**src/rtl/mc_ctrl_pkg.sv**
```systemverilog
// Shared encodings for the multi-cycle controller: opcodes, FSM states,
// ALU operations, PC source selects and ADD/NAND condition codes.
package mc_ctrl_pkg;

  localparam logic [3:0] OP_ADD  = 4'b0000;
  localparam logic [3:0] OP_NAND = 4'b0010;
  localparam logic [3:0] OP_SW   = 4'b1001;
  localparam logic [3:0] OP_LW   = 4'b1010;
  localparam logic [3:0] OP_BEQ  = 4'b1011;
  localparam logic [3:0] OP_JAL  = 4'b1101;

  localparam logic [2:0] ST_IF    = 3'd0;
  localparam logic [2:0] ST_ID    = 3'd1;
  localparam logic [2:0] ST_EX    = 3'd2;
  localparam logic [2:0] ST_MEM   = 3'd3;
  localparam logic [2:0] ST_WB    = 3'd4;
  localparam logic [2:0] ST_FAULT = 3'd5;

  localparam logic [2:0] ALU_ADD  = 3'b000;
  localparam logic [2:0] ALU_SUB  = 3'b001;
  localparam logic [2:0] ALU_NAND = 3'b010;

  localparam logic [1:0] PC_INC    = 2'd0;
  localparam logic [1:0] PC_BRANCH = 2'd1;
  localparam logic [1:0] PC_JUMP   = 2'd2;

  // ADD/NAND cond field in ir[1:0]
  localparam logic [1:0] COND_ALWAYS = 2'b00;
  localparam logic [1:0] COND_Z      = 2'b01;
  localparam logic [1:0] COND_C      = 2'b10;
  localparam logic [1:0] COND_RSVD   = 2'b11;

  function automatic logic opc_known(input logic [3:0] opc);
    case (opc)
      OP_ADD, OP_NAND, OP_SW, OP_LW, OP_BEQ, OP_JAL: return 1'b1;
      default:                                       return 1'b0;
    endcase
  endfunction

  function automatic logic opc_is_alu(input logic [3:0] opc);
    return (opc == OP_ADD) || (opc == OP_NAND);
  endfunction

endpackage

```
**src/rtl/mc_wait_timer.sv**
```systemverilog
// Saturating wait-state watchdog shared by the fetch and data-memory phases.
// expired flags the TIMEOUT-th consecutive unanswered cycle; ready that cycle wins.
module mc_wait_timer #(
  parameter int TIMEOUT = 15
) (
  input  logic clk,
  input  logic rst_n,
  input  logic clear,
  input  logic cnt_en,
  input  logic ready,
  output logic expired
);
  localparam int CW = $clog2(TIMEOUT + 1);
  localparam logic [CW-1:0] LAST = CW'(TIMEOUT - 1);
  localparam logic [CW-1:0] MAX  = CW'(TIMEOUT);

  logic [CW-1:0] cnt_q, cnt_d;

  always_comb begin
    cnt_d = cnt_q;
    if (clear)
      cnt_d = '0;
    else if (cnt_en && !ready && (cnt_q != MAX))
      cnt_d = cnt_q + 1'b1;
  end

  // cnt_q holds the unanswered cycles seen before this one
  assign expired = cnt_en && !ready && (cnt_q >= LAST);

  always_ff @(posedge clk or negedge rst_n) begin
    if (!rst_n) cnt_q <= '0;
    else        cnt_q <= cnt_d;
  end

endmodule

```
**src/rtl/mc_ctrl_fsm.sv**
```systemverilog
// Multi-cycle IF/ID/EX/MEM/WB controller for the 16-bit RISC datapath with
// memory wait states, watchdog timeout and a sticky FAULT trap.
module mc_ctrl_fsm #(
  parameter int INSTR_W  = 16,
  parameter int OPC_W    = 4,
  parameter int ALU_OP_W = 3,
  parameter int TIMEOUT  = 15
) (
  input  logic                clk,
  input  logic                proc_rst_n,
  input  logic [INSTR_W-1:0]  imem_rdata,
  input  logic                imem_ready,
  input  logic                dmem_ready,
  input  logic                carry_in,
  input  logic                zero_in,
  input  logic                fault_clr,
  output logic                imem_req,
  output logic                dmem_req,
  output logic                dmem_we,
  output logic [INSTR_W-1:0]  ir,
  output logic                ir_write,
  output logic                pc_write,
  output logic                reg_write,
  output logic                alu_src,
  output logic [1:0]          pc_sel,
  output logic [ALU_OP_W-1:0] alu_op,
  output logic [2:0]          state,
  output logic                fault
);
  import mc_ctrl_pkg::*;

  logic [2:0]         state_q, state_d;
  logic [INSTR_W-1:0] ir_q, ir_d;
  logic               carry_flag_q, carry_flag_d, zero_flag_q, zero_flag_d;
  logic               ex_c_q, ex_c_d, ex_z_q, ex_z_d;

  logic [3:0] opc;
  logic [1:0] cond;
  logic       alu_ins, wb_skip;
  logic       wd_clear, wd_en, wd_ready, wd_expired;

  assign opc     = 4'(ir_q[INSTR_W-1 -: OPC_W]);
  assign cond    = ir_q[1:0];
  assign alu_ins = opc_is_alu(opc);
  // Conditional ADD/NAND look only at flags committed by an earlier instruction
  assign wb_skip = alu_ins && (((cond == COND_C) && !carry_flag_q) ||
                               ((cond == COND_Z) && !zero_flag_q));

  assign wd_en    = (state_q == ST_IF) || (state_q == ST_MEM);
  assign wd_ready = (state_q == ST_MEM) ? dmem_ready : imem_ready;
  assign wd_clear = (state_d != state_q) && ((state_d == ST_IF) || (state_d == ST_MEM));

  mc_wait_timer #(.TIMEOUT(TIMEOUT)) u_wait_timer (
    .clk     (clk),
    .rst_n   (proc_rst_n),
    .clear   (wd_clear),
    .cnt_en  (wd_en),
    .ready   (wd_ready),
    .expired (wd_expired)
  );

  always_comb begin
    state_d      = state_q;
    ir_d         = ir_q;
    carry_flag_d = carry_flag_q;
    zero_flag_d  = zero_flag_q;
    ex_c_d       = ex_c_q;
    ex_z_d       = ex_z_q;
    imem_req     = 1'b0;
    dmem_req     = 1'b0;
    dmem_we      = 1'b0;
    ir_write     = 1'b0;
    pc_write     = 1'b0;
    reg_write    = 1'b0;
    alu_src      = 1'b0;
    pc_sel       = PC_INC;
    alu_op       = '0;
    fault        = 1'b0;
    case (state_q)
      ST_IF: begin
        imem_req = 1'b1;
        if (imem_ready) begin
          ir_write = 1'b1;
          pc_write = 1'b1;
          ir_d     = imem_rdata;
          state_d  = ST_ID;
        end else if (wd_expired) begin
          state_d = ST_FAULT;
        end
      end
      ST_ID: begin
        if (!opc_known(opc) || (alu_ins && (cond == COND_RSVD))) state_d = ST_FAULT;
        else                                                    state_d = ST_EX;
      end
      ST_EX: begin
        case (opc)
          OP_ADD, OP_NAND: begin
            alu_op  = (opc == OP_NAND) ? ALU_OP_W'(ALU_NAND) : ALU_OP_W'(ALU_ADD);
            ex_c_d  = carry_in;
            ex_z_d  = zero_in;
            state_d = ST_WB;
          end
          OP_LW, OP_SW: begin
            alu_src = 1'b1;
            alu_op  = ALU_OP_W'(ALU_ADD);
            state_d = ST_MEM;
          end
          OP_BEQ: begin
            alu_op = ALU_OP_W'(ALU_SUB);
            if (zero_in) begin
              pc_write = 1'b1;
              pc_sel   = PC_BRANCH;
            end
            state_d = ST_IF;
          end
          OP_JAL: begin
            pc_write = 1'b1;
            pc_sel   = PC_JUMP;
            state_d  = ST_WB;
          end
          default: state_d = ST_FAULT;
        endcase
      end
      ST_MEM: begin
        dmem_req = 1'b1;
        dmem_we  = (opc == OP_SW);
        if (dmem_ready)      state_d = (opc == OP_LW) ? ST_WB : ST_IF;
        else if (wd_expired) state_d = ST_FAULT;
      end
      ST_WB: begin
        reg_write = !wb_skip;
        if (alu_ins && !wb_skip) begin
          carry_flag_d = ex_c_q;
          zero_flag_d  = ex_z_q;
        end
        state_d = ST_IF;
      end
      ST_FAULT: begin
        fault = 1'b1;
        if (fault_clr) state_d = ST_IF;
      end
      default: state_d = ST_FAULT;
    endcase
  end

  always_ff @(posedge clk or negedge proc_rst_n) begin
    if (!proc_rst_n) begin
      state_q      <= ST_IF;
      ir_q         <= '0;
      carry_flag_q <= 1'b0;
      zero_flag_q  <= 1'b0;
      ex_c_q       <= 1'b0;
      ex_z_q       <= 1'b0;
    end else begin
      state_q      <= state_d;
      ir_q         <= ir_d;
      carry_flag_q <= carry_flag_d;
      zero_flag_q  <= zero_flag_d;
      ex_c_q       <= ex_c_d;
      ex_z_q       <= ex_z_d;
    end
  end

  assign ir    = ir_q;
  assign state = state_q;

endmodule
```
**config.mk**
```make
export PLATFORM = sky130hd
export DESIGN_NAME = mc_ctrl_fsm
export DESIGN_NICKNAME = d
export VERILOG_FILES = /design/src/rtl/mc_ctrl_pkg.sv /design/src/rtl/mc_wait_timer.sv /design/src/rtl/mc_ctrl_fsm.sv
export SDC_FILE = /design/constraint.sdc
export NUM_CORES = 1
export LEC_CHECK = 0
export CORE_MARGIN = 3
export CORE_UTILIZATION = 46
export CTS_BUF_LIST = sky130_fd_sc_hd__clkbuf_4 sky130_fd_sc_hd__clkbuf_8
export DETAILED_ROUTE_END_ITERATION = 7
export GPL_ROUTABILITY_DRIVEN = 0
export GPL_TIMING_DRIVEN = 0
export MAX_ROUTING_LAYER = met4
export PLACE_DENSITY = 0.83
export SLEW_MARGIN = 10
export SYNTH_ARGS = -nofsm -noshare
export SYNTH_HDL_FRONTEND = slang
export SYNTH_SLANG_ARGS = --single-unit
```
**constraint.sdc**
```tcl
create_clock -name clk -period 2.35 [get_ports clk]
set_input_delay 0.705 -clock clk [delete_from_list [all_inputs] [get_ports clk]]
set_output_delay 0.705 -clock clk [all_outputs]
set_load 0.01 [all_outputs]
```
# Yosys cells after proc, flatten, opt, wreduce, memory -nomap -nowiden
# Index checks and enable logic that the tools add are counted.
# word_totals
ff_bits	27
elab_cells	86
output_inout_bits	32
# op_classes
addsub	1
mux	31
eq_ne	16
n_lt_le_gt_ge	1
reduce_logical	30
# op_table
operator	count
$mux W3	6
$pmux W3 S6	1
$eq A4 B4 Y1 const B	4
$mux W1	14
$eq A3 B2 Y1 const B	3
$logic_and A1 B1 Y1	9
$pmux W3 S3	1
$mux W4	2
$pmux W2 S2	2
$eq A3 B3 Y1 const B	2
$logic_not A3 Y1	2
$mux W2	3
$reduce_and A2 Y1	3
$reduce_or A6 Y1	1
$logic_not A1 Y1	5
$logic_or A1 B1 Y1	5
$add A4 B1 Y4 const B	1
$eq A2 B2 Y1 const B	2
$eq A4 B2 Y1 const B	1
$ge A4 B4 Y1 const B	1
$logic_not A4 Y1	1
$ne A4 B4 Y1 const B	1
$pmux W1 S2	2
$reduce_or A2 Y1	2
other kinds (5)	5

# Longest topological paths before layout
# Gate-level depths: netlist (run 1).
# logic_depth
word_depth	12
ltp_mapped	7
mapped_depth_nobuf	7

# By module
# Synthesis (run 1) repeated with hierarchy kept, for this count alone.
# hier_totals
hier_cells	132
area_unflattened_um2	1497.7
# by_module_without_submodules
module	instances	area_each_um2	cells_per_inst
mc_ctrl_fsm	1	1238.7	106
mc_wait_timer	1	259.0	26

# Least setup slack after synthesis (run 1)
# Ideal clock, no wire load.
# synth_timing
kind	flip-flop to output port
start	register ir_q[15] (netlist: ir[15])
end	output pc_write
path_stages_with_launch	6
required_time_ns	1.645
path_slack_ns	0.039
arrival_ns	1.606
path_cell_list	dfrtp_1 > nor2b_2 > and2_1 > and3_4 > and2_1 > or3_1
# synth_between
elab_chain_cells	3
elab_cells_between_ends	4
classes_between	eq/ne (2); mux (2)
# synth_lines
item	line	rtl
start, declared	mc_ctrl_fsm.sv:33	logic [INSTR_W-1:0] ir_q, ir_d;
start signal, assigned	mc_ctrl_fsm.sv:156	ir_q <= ir_d;
$eq A4 B4 Y1	mc_ctrl_fsm.sv:96	case (opc)
$pmux W1 S2 *	mc_ctrl_fsm.sv:96	
$pmux W1 S2 *	mc_ctrl_fsm.sv:79	case (state_q)
end, declared	mc_ctrl_fsm.sv:22	output logic pc_write,
# Mark *: on every way between the ends. The rest lies on a longest branch, timed or not.

# Worst setup path after layout (run 1)
# Ends and elaborated chain as after synthesis.

==> impl_metrics.ini, run 1 <==
[timing]
fin_tns_setup_ps = -409
final.setup.worst_slack_ps = -156
fin_skew_ps = 8.44
maxSlewHeadroom_pct = 59.7
rsz0062_at_grt = yes
hold_viol_final = 0
worstMarginPinSlew_ps = 605
fin_crit_sh_pct = 107
setup_viol = 4
drv_slew = 0
fin_crit_ps = 2510
fmax_ghz = 0.399

[setup_path]
cp_max_fo = 8
crit_start = ir[15]$_DFFE_PN0P_
r2r-end = u_wait_timer.cnt_q[2]$_DFFE_PN0P_
worstPathCellList = buf_6 -> and3b_2 -> and3_4 -> or3_1 -> buf_2
critPathKind = flop to primary output
ff2ff_setup_slack_ps = 330
cp-end-kind = primary output
critPathMaxStageDelay_ps = 460
rr_worst_depth = 7
cp-endpoint = pc_write
crit_path_start_kind = flop
cp.arrival_ps = 1800
slowest_stage = dfrtp_2
cp.required_ps = 1640
reg2reg_from = ir[12]$_DFFE_PN0P_

[placement]
port_buffers = 53
pre_cts_ws_ps = -708
dp_cells = 228
place_area_sq_um = 2100
dp_hpwl_mm = 2.69

[synth]
ys.warnings.count = 0
synth_nets = 156
syn_inst = 131
synth_area_sq_um = 1520
ys_ff_latch = 27
synth-seq-area-share_pct = 44.6
synth-edff-count = 0
synth.distinct_cells = 42
async_flop_share_pct = 100
syn_avg_cell_area_sq_um = 11.6
ys.flop_type = dfrtp_1

[floorplan]
ios = 55
rows = 20
core_area_sq_um = 3100
die-area_sq_um = 4020
initial_core_util_pct = 48.8
die_h_um = 63.4
die_w_um = 63.4

[clock_network]
clock-sinks = 27
clock_path_buffers = 2
h-tree-depth = 1
cts_tree = done
cts_hold_buf = 0
clock_latency_ps = 340
clk_pin_slew_worst_paths_ps = 150
numCtsBuffers = 3
clockRootBuffer = clkbuf_4

[power_and_ir_drop]
pwr-share-comb_pct = 62.2
p_sw_mw = 1.05
power.share.clock_pct = 7.3
max-vdd-ir-drop_mv = 0.565
p_seq_share_pct = 30.5
switching_share_pct = 37.3
intPower_mw = 1.77
power_density_nw_per_um2 = 1210
power_leakage_nw = 1.04

[global_route]
grtUsageMet1_pct = 26.2
use_met3_pct = 4.81
grt_pass1_wl_mm = 6.91
grt_max_degree = 28
antenna_found_initial = 0
busiest_layer = met2
use_met2_pct = 38.6
grt_pass1_vias = 1482
overflow = 0
grtUsageTotal_pct = 22.3

[final_layout]
seq_area_sq_um = 679
multi_input_area_sq_um = 797
final_common_cell = clkdlybuf4s50_1
antenna-diode-count = 0
fillers = 235
nNetsFinal = 236
stdcell_area_sq_um = 2320
drive_gt1_share_pct = 38.6
area_growth_syn_to_layout_pct = 53.2
final_cell_mix = clkdlybuf4s50_1, dfrtp_1, buf_4
fin_cells = 254

[routing]
wl_per_cell_um = 16.6
ant_nets = 0
drc_errors = 0
vias = 1347
viasPerCell = 5.30
drt_iter0_markers = 61
dr.pass1.iters = 4
wirelength_mm = 4.21

[run]
drv_cap = 0

[status]
violations = setup timing
status = finished with violations

[min_path]
hp-class = input port to async pin
-- metal layers --
layer / wire (um) / share of wire (%)
met5: 0 / 0
met4: 93 / 2.2
met3: 233 / 5.5
met2: 2170 / 52
met1: 1700 / 41
-- sequential cells by signal (all words and copies together) (netlist names) --
| register | flops |
|---|---|
| u_wait_timer.cnt_q | 4 |
| state | 3 |
| ir | 16 |
| ex_c_q | 1 |
| zero_flag_q | 1 |
| ex_z_q | 1 |
| carry_flag_q | 1 |
-- per-stage QoR --
step                      util [%]  hold WS (ps)  power [mW]
after floorplan                  -           409        1.68
after global placement        67.7           488        2.24
after detailed placement      67.7           497        2.29
after CTS                     74.8           531        2.76
after global routing          74.8           375        3.00
final                         74.8           351        2.82
-- logic make-up (layout without fill, tap and decap cells) --
group           Yosys count  in the layout  synth area share (%)
mux                      20             20                  14.9
other cells               1              1                 0.247
fa+ha+maj                 2              2                  1.65
compound gates           17             17                  9.17
xor+xnor                  3              3                  1.73
buf+inv                  11             90                  4.71
simple gates             50             50                  23.0
flops                    27             27                  44.6
-- worst min path at each step --
stage / to / slack, ps / cells past startpoint
global placement: ir[2]$_DFFE_PN0P_ / 490 / 1
CTS: ir[10]$_DFFE_PN0P_ / 530 / 1
global route: carry_flag_q$_DFFE_PN0P_ / 380 / 1
floorplan: carry_flag_q$_DFFE_PN0P_ / 410 / 0
finish: carry_flag_q$_DFFE_PN0P_ / 350 / 1
detailed placement: ir[10]$_DFFE_PN0P_ / 500 / 1
-- timing repair --
item                                    in CTS  in global routing
pin swaps                                    9                  4
endpoints found under the setup margin      12                  9
setup buffers                               20                  4
resized for setup                           43                 11
hold endpoints to repair                     0                  0
-- synthesized netlist by cell type (2+ instances only) --
cell type,instances,area share (%)
buf_4,3,1.5
buf_2,3,0.99
and3b_1,3,1.7
nor2_1,6,1.5
and2_1,4,1.7
nand4b_1,2,1.2
a211oi_1,2,0.99
mux2_2,20,15
inv_1,3,0.74
nor3b_1,3,1.5
o21ai_0,3,0.99
buf_6,2,1.5
a21oi_1,4,1.3
nand3b_1,2,0.99
or3_1,3,1.2
dfrtp_1,27,45
and3_1,4,1.7
ha_1,2,1.7
xnor2_1,2,1.2
nand2_1,7,1.7
nor3_1,5,1.7
-- worst max-delay path, delay by kind of cell (launching register included) --
kind / cells / cell delay [ps]
AND/OR/NAND/NOR: 3 / 730
buffers and inverters: 2 / 290
flip-flops: 1 / 460
-- power by group through the flow --
| stage | combinational [mW] | sequential [mW] | clock [mW] |
|---|---|---|---|
| 6_report | 1.75 | 0.859 | 0.206 |
| 4_1_cts | 1.70 | 0.842 | 0.215 |
| 5_1_grt | 1.88 | 0.885 | 0.231 |
| 3_3_place_gp | 1.38 | 0.852 | 0 |
| 2_1_floorplan | 0.770 | 0.913 | 0 |
| 3_5_place_dp | 1.43 | 0.867 | 0 |
-- cell type report --
type	count	share of cell area (%)
multi-input cells	93	34.3
flip-flops and latches	27	29.3
repair buffers	76	28.9
plain buffers	7	3.40
well taps	44	2.37
clock buffers	3	0.970
inverters	3	0.485
clock inverters	1	0.216
(Power assumes the default switching activity.)
==> run 2, diff against run 1 <==
--- a/config.mk
+++ b/config.mk
@@ -6,13 +6,14 @@
 export NUM_CORES = 1
 export LEC_CHECK = 0
 export CORE_MARGIN = 3
-export CORE_UTILIZATION = 46
+export CORE_UTILIZATION = 41
 export CTS_BUF_LIST = sky130_fd_sc_hd__clkbuf_4 sky130_fd_sc_hd__clkbuf_8
+export CTS_CLUSTER_SIZE = 8
 export DETAILED_ROUTE_END_ITERATION = 7
 export GPL_ROUTABILITY_DRIVEN = 0
 export GPL_TIMING_DRIVEN = 0
 export MAX_ROUTING_LAYER = met4
-export PLACE_DENSITY = 0.83
+export PLACE_DENSITY = 0.78
 export SLEW_MARGIN = 10
 export SYNTH_ARGS = -nofsm -noshare
 export SYNTH_HDL_FRONTEND = slang
==> constraint.sdc (replaced) <==
create_clock -name clk -period 2.07 [get_ports clk]
set_input_delay 0.621 -clock clk [delete_from_list [all_inputs] [get_ports clk]]
set_output_delay 0.621 -clock clk [all_outputs]
set_load 0.01 [all_outputs]
==> run 2 against run 1 <==
Net effect: the flow still finishes with violations (setup timing); via count rose by 2.4%; non-clock buffer count rose by 8; first-iteration DRC count rose by 18%; sequential share of layout area fell by 1.3 points; clock skew fell by 5.4 ps; register-to-register slack got worse by 230 ps; wire length fell by 1.1%; die area rose by 11%; global-route usage fell by 2.6 points; sequential power rose by 11%; highest routed layer unchanged.
==> impl_metrics.ini, run 2 (synthesis results as in run 1) <==
[placement]
dp_hpwl_mm = 2.59
port_buffers = 53
pre_cts_ws_ps = -873
dp_cells = 230

[routing]
wl_met2_mm = 2.18
drc_errors = 0
ant_nets = 0
wl_per_cell_um = 15.8
dr.pass1.iters = 4
wirelength_mm = 4.16
vias = 1380
drt_iter0_markers = 72
wl_met1_mm = 1.71
viasPerCell = 5.23
maxUsedRoutingLayer = met4
dr_wl_met3_um = 238

[final_layout]
largest_reg_flops = 16
final_cell_mix = clkdlybuf4s50_1, buf_4, dfrtp_1
nNetsFinal = 244
fin_cells = 264
finish.utilization_pct = 70.5
area_growth_syn_to_layout_pct = 60.2
drive_gt1_share_pct = 43.1
final_common_cell = clkdlybuf4s50_1
antenna-diode-count = 0

[floorplan]
ios = 55
die_h_um = 66.8
core_area_sq_um = 3440
die_w_um = 66.8
die-area_sq_um = 4460
initial_core_util_pct = 44.0
rows = 21

[power_and_ir_drop]
power_density_nw_per_um2 = 1380
switching_share_pct = 36.1
intPower_mw = 2.14
power.share.clock_pct = 9.3
pwr-share-comb_pct = 62.2
p_sw_mw = 1.20
power_leakage_nw = 1.10
max-vdd-ir-drop_mv = 0.894
p_seq_share_pct = 28.5
total_power_mw = 3.34

[setup_path]
crit_start = state[1]$_DFF_PN0_
cp.arrival_ps = 1750
reg2reg_from = state[2]$_DFF_PN0_
crit_path_start_kind = flop
cp.required_ps = 1450
cp-end-kind = primary output
rr_worst_depth = 9
critPathTopFamily = simple AND/OR/NAND/NOR gates
ff2ff_setup_slack_ps = 100
cp_max_fo = 4
path_depth = 6
critPathKind = flop to primary output
cp_num_buf_inv = 3
crit_top_cell = buf_6
r2r-end = u_wait_timer.cnt_q[2]$_DFFE_PN0P_
worstPathCellList = buf_6 -> nor3b_4 -> buf_4 -> and3_4 -> or3_4 -> buf_6
cp-endpoint = pc_write
critPathMaxStageDelay_ps = 400
slowest_stage = dfrtp_1

[timing]
hold_viol_final = 0
fmax_ghz = 0.422
fin_skew_ps = 3.03
fin_crit_sh_pct = 114
drv_slew = 0
final.setup.worst_slack_ps = -299
maxSlewHeadroom_pct = 59.6
setup_viol = 7
fin_crit_ps = 2370
hold-worst-slack_ps = 350
worstMarginPinSlew_ps = 605
rsz0062_at_grt = yes

[global_route]
antenna_found_initial = 0
grt_max_degree = 28
grt_pass1_wl_mm = 6.49
grtUsageTotal_pct = 19.6
overflow = 0
grt_pass1_vias = 1462

[clock_network]
clock_latency_ps = 270
cts_tree = done
numCtsBuffers = 3
clock_path_buffers = 2
h-tree-depth = 1
clk_pin_slew_worst_paths_ps = 90
clock-sinks = 27
clockRootBuffer = clkbuf_8
cts_hold_buf = 0

[run]
drv_cap = 0

[status]
status = finished with violations
violations = setup timing

[min_path]
hp-class = input port to async pin
## run 2: power groups by stage
stage / Combinational, mW / Clock, mW / Sequential (mW)
finish: 2.08 / 0.310 / 0.953
CTS: 1.96 / 0.319 / 0.945
floorplan: 0.888 / 0 / 1.04
global route: 2.23 / 0.343 / 0.986
global placement: 1.59 / 0 / 0.972
detailed placement: 1.62 / 0 / 0.991
## run 2: worst min path at each step
stage | to | cells after the start
after floorplan | carry_flag_q$_DFFE_PN0P_ | 0
final | ir[7]$_DFFE_PN0P_ | 1
after detailed placement | ex_c_q$_DFFE_PN0P_ | 1
after CTS | ex_c_q$_DFFE_PN0P_ | 1
after global routing | ir[8]$_DFFE_PN0P_ | 1
after global placement | ex_z_q$_DFFE_PN0P_ | 1
## run 2: stage by stage
| stage | setup TNS [ps] | area [sq um] |
|---|---|---|
| 2_1_floorplan | 0 | 1530 |
| 3_3_place_gp | -4600 | 2120 |
| 3_5_place_dp | -6010 | 2120 |
| 4_1_cts | -711 | 2370 |
| 5_1_grt | -1320 | 2430 |
| 6_report | -843 | 2430 |
## run 2: what timing repair did
item,4_1_cts,5_1_grt
pin swaps,6,4
endpoints found under the setup margin,12,14
gates resized for setup,59,7
gates cloned,0,0
buffers inserted,24,6
## run 2: final cells by class
cell class | count | area (sq um)
tap | 46 | 57.6
inverter | 3 | 11.3
fill | 235 | 1010
timing repair buffer | 83 | 726
clock buffer | 4 | 48.8
sequential | 27 | 678
buffer | 8 | 86.3
multi-input combinational | 93 | 820
## run 2: metal layers
metal	track usage (%)	vias to the layer above
li1	-	645
met1	22.9	675
met2	33.7	55
met3	3.71	5
met4	7.11	0
met5	-	-
==> run 3, diff against run 2 <==
--- a/config.mk
+++ b/config.mk
@@ -14,6 +14,7 @@
 export GPL_TIMING_DRIVEN = 0
 export MAX_ROUTING_LAYER = met4
 export PLACE_DENSITY = 0.78
+export RECOVER_POWER = 50
 export SLEW_MARGIN = 10
 export SYNTH_ARGS = -nofsm -noshare
 export SYNTH_HDL_FRONTEND = slang
==> run 3 against run 2 <==
Net effect: the flow still finishes with violations (setup timing); sequential share of layout area up 0.25 points; non-clock buffer count stayed put; register-to-register slack got worse by 20 ps; largest power group unchanged.
==> impl_metrics.ini, run 3 (synthesis results as in run 1) <==
[power_and_ir_drop]
pwr-share-comb_pct = 62.0
power_leakage_nw = 1.09
p_seq_share_pct = 28.6
p_sw_mw = 1.20
max-vdd-ir-drop_mv = 0.893
switching_share_pct = 36.1
power_density_nw_per_um2 = 1380
power.share.clock_pct = 9.4
intPower_mw = 2.12

[final_layout]
fin_cells = 264
drive_gt1_share_pct = 41.7
final_common_cell = clkdlybuf4s50_1
final_cell_mix = clkdlybuf4s50_1, buf_4, dfrtp_1
seq_area_sq_um = 678
antenna-diode-count = 0
nNetsFinal = 244
fillers = 241
largest_reg_flops = 16
area_growth_syn_to_layout_pct = 58.8
multi_input_area_sq_um = 807

[clock_network]
h-tree-depth = 1
clock-sinks = 27
clock_path_buffers = 2
clk_pin_slew_worst_paths_ps = 90
clockRootBuffer = clkbuf_8
cts_tree = done
cts_hold_buf = 0
clock_latency_ps = 270
numCtsBuffers = 3

[routing]
viasPerCell = 5.33
ant_nets = 0
drt_iter0_markers = 63
drc_errors = 0
dr.pass1.iters = 4
wl_per_cell_um = 16.0
wirelength_mm = 4.23
vias = 1408

[timing]
hold_viol_final = 0
hold-worst-slack_ps = 511
fin_crit_sh_pct = 115
setup_viol = 7
fmax_ghz = 0.421
rsz0062_at_grt = yes
maxSlewHeadroom_pct = 2.81
fin_skew_ps = 4.17
worstMarginPinSlew_ps = 1460
fin_crit_ps = 2370
fin_tns_setup_ps = -914
final.setup.worst_slack_ps = -303
drv_slew = 0

[global_route]
antenna_found_initial = 0
grt_max_degree = 28
grt_pass1_vias = 1462
grtUsageTotal_pct = 19.6
overflow = 0
grt_pass1_wl_mm = 6.49

[setup_path]
r2r-end = u_wait_timer.cnt_q[2]$_DFFE_PN0P_
cp_max_fo = 4
critPathMaxStageDelay_ps = 400
crit_start = state[1]$_DFF_PN0_
rr_worst_depth = 6
slowest_stage = dfrtp_1
reg2reg_from = ir[14]$_DFFE_PN0P_
critPathKind = flop to primary output
worstPathCellList = buf_6 -> nor3b_4 -> clkbuf_1 -> and3_4 -> or3_4 -> buf_6
cp.arrival_ps = 1750
crit_path_start_kind = flop
cp-end-kind = primary output
cp.required_ps = 1450
cp-endpoint = pc_write
ff2ff_setup_slack_ps = 80
crit_top_cell = buf_6

[run]
drv_cap = 0

[placement]
port_buffers = 53
dp_cells = 230
dp_hpwl_mm = 2.59

[floorplan]
rows = 21
die-area_sq_um = 4460
core_area_sq_um = 3440
initial_core_util_pct = 44.0
die_w_um = 66.8
ios = 55
die_h_um = 66.8

[status]
status = finished with violations
violations = setup timing

[min_path]
hp-class = flop to flop
[run 3: worst min path at each step]
stage | endpoint | slack, ps | startpoint | cells past startpoint
3_3_place_gp | ex_z_q$_DFFE_PN0P_ | 490 | ex_z_q$_DFFE_PN0P_ | 1
3_5_place_dp | ex_c_q$_DFFE_PN0P_ | 490 | ex_c_q$_DFFE_PN0P_ | 1
6_report | ex_c_q$_DFFE_PN0P_ | 510 | ex_c_q$_DFFE_PN0P_ | 1
4_1_cts | ex_c_q$_DFFE_PN0P_ | 520 | ex_c_q$_DFFE_PN0P_ | 1
5_1_grt | carry_flag_q$_DFFE_PN0P_ | 540 | ex_c_q$_DFFE_PN0P_ | 1
2_1_floorplan | carry_flag_q$_DFFE_PN0P_ | 330 | proc_rst_n | 0
[run 3: area by class of cell]
type,count,share of cell area [%]
clock buffers,4,2.03
repair buffers,83,29.8
flip-flops and latches,27,28.2
well taps,46,2.39
inverters,3,0.468
plain buffers,8,3.59
multi-input cells,93,33.5
[run 3: layer usage]
metal,global-route usage [%],vias up,wire [um]
li1,-,644,-
met1,22.9,697,1700
met2,33.7,58,2200
met3,3.71,9,258
met4,7.11,0,82
met5,-,-,0
[run 3: timing repair]
action	in CTS	in global routing
buffers inserted	24	6
endpoints found under the setup margin	12	14
resized for setup	59	7
pin swaps	6	4
[run 3: metrics by stage]
| stage | util [%] | worst slack [ps] | total power, mW | cell area [sq um] |
|---|---|---|---|---|
| after floorplan | - | 1.84 | 1.93 | 1530 |
| after global placement | 61.5 | -855 | 2.56 | 2120 |
| after detailed placement | 61.5 | -873 | 2.61 | 2120 |
| after CTS | 69.0 | -289 | 3.22 | 2370 |
| after global routing | 69.9 | -357 | 3.52 | 2410 |
| final | 69.9 | -303 | 3.31 | 2410 |
[run 3: power by group through the flow]
stage / clock network (mW) / registers (mW) / logic, mW
5_1_grt: 0.343 / 0.979 / 2.20
2_1_floorplan: 0 / 1.04 / 0.888
6_report: 0.311 / 0.950 / 2.05
3_5_place_dp: 0 / 0.991 / 1.62
4_1_cts: 0.319 / 0.945 / 1.96
3_3_place_gp: 0 / 0.972 / 1.59
[run 3: worst max-delay path, delay by kind of cell (launching register included)]
kind,cells,cell delay [ps]
buffers and inverters,3,400
and+or+nand+nor,3,700
DFF,1,400
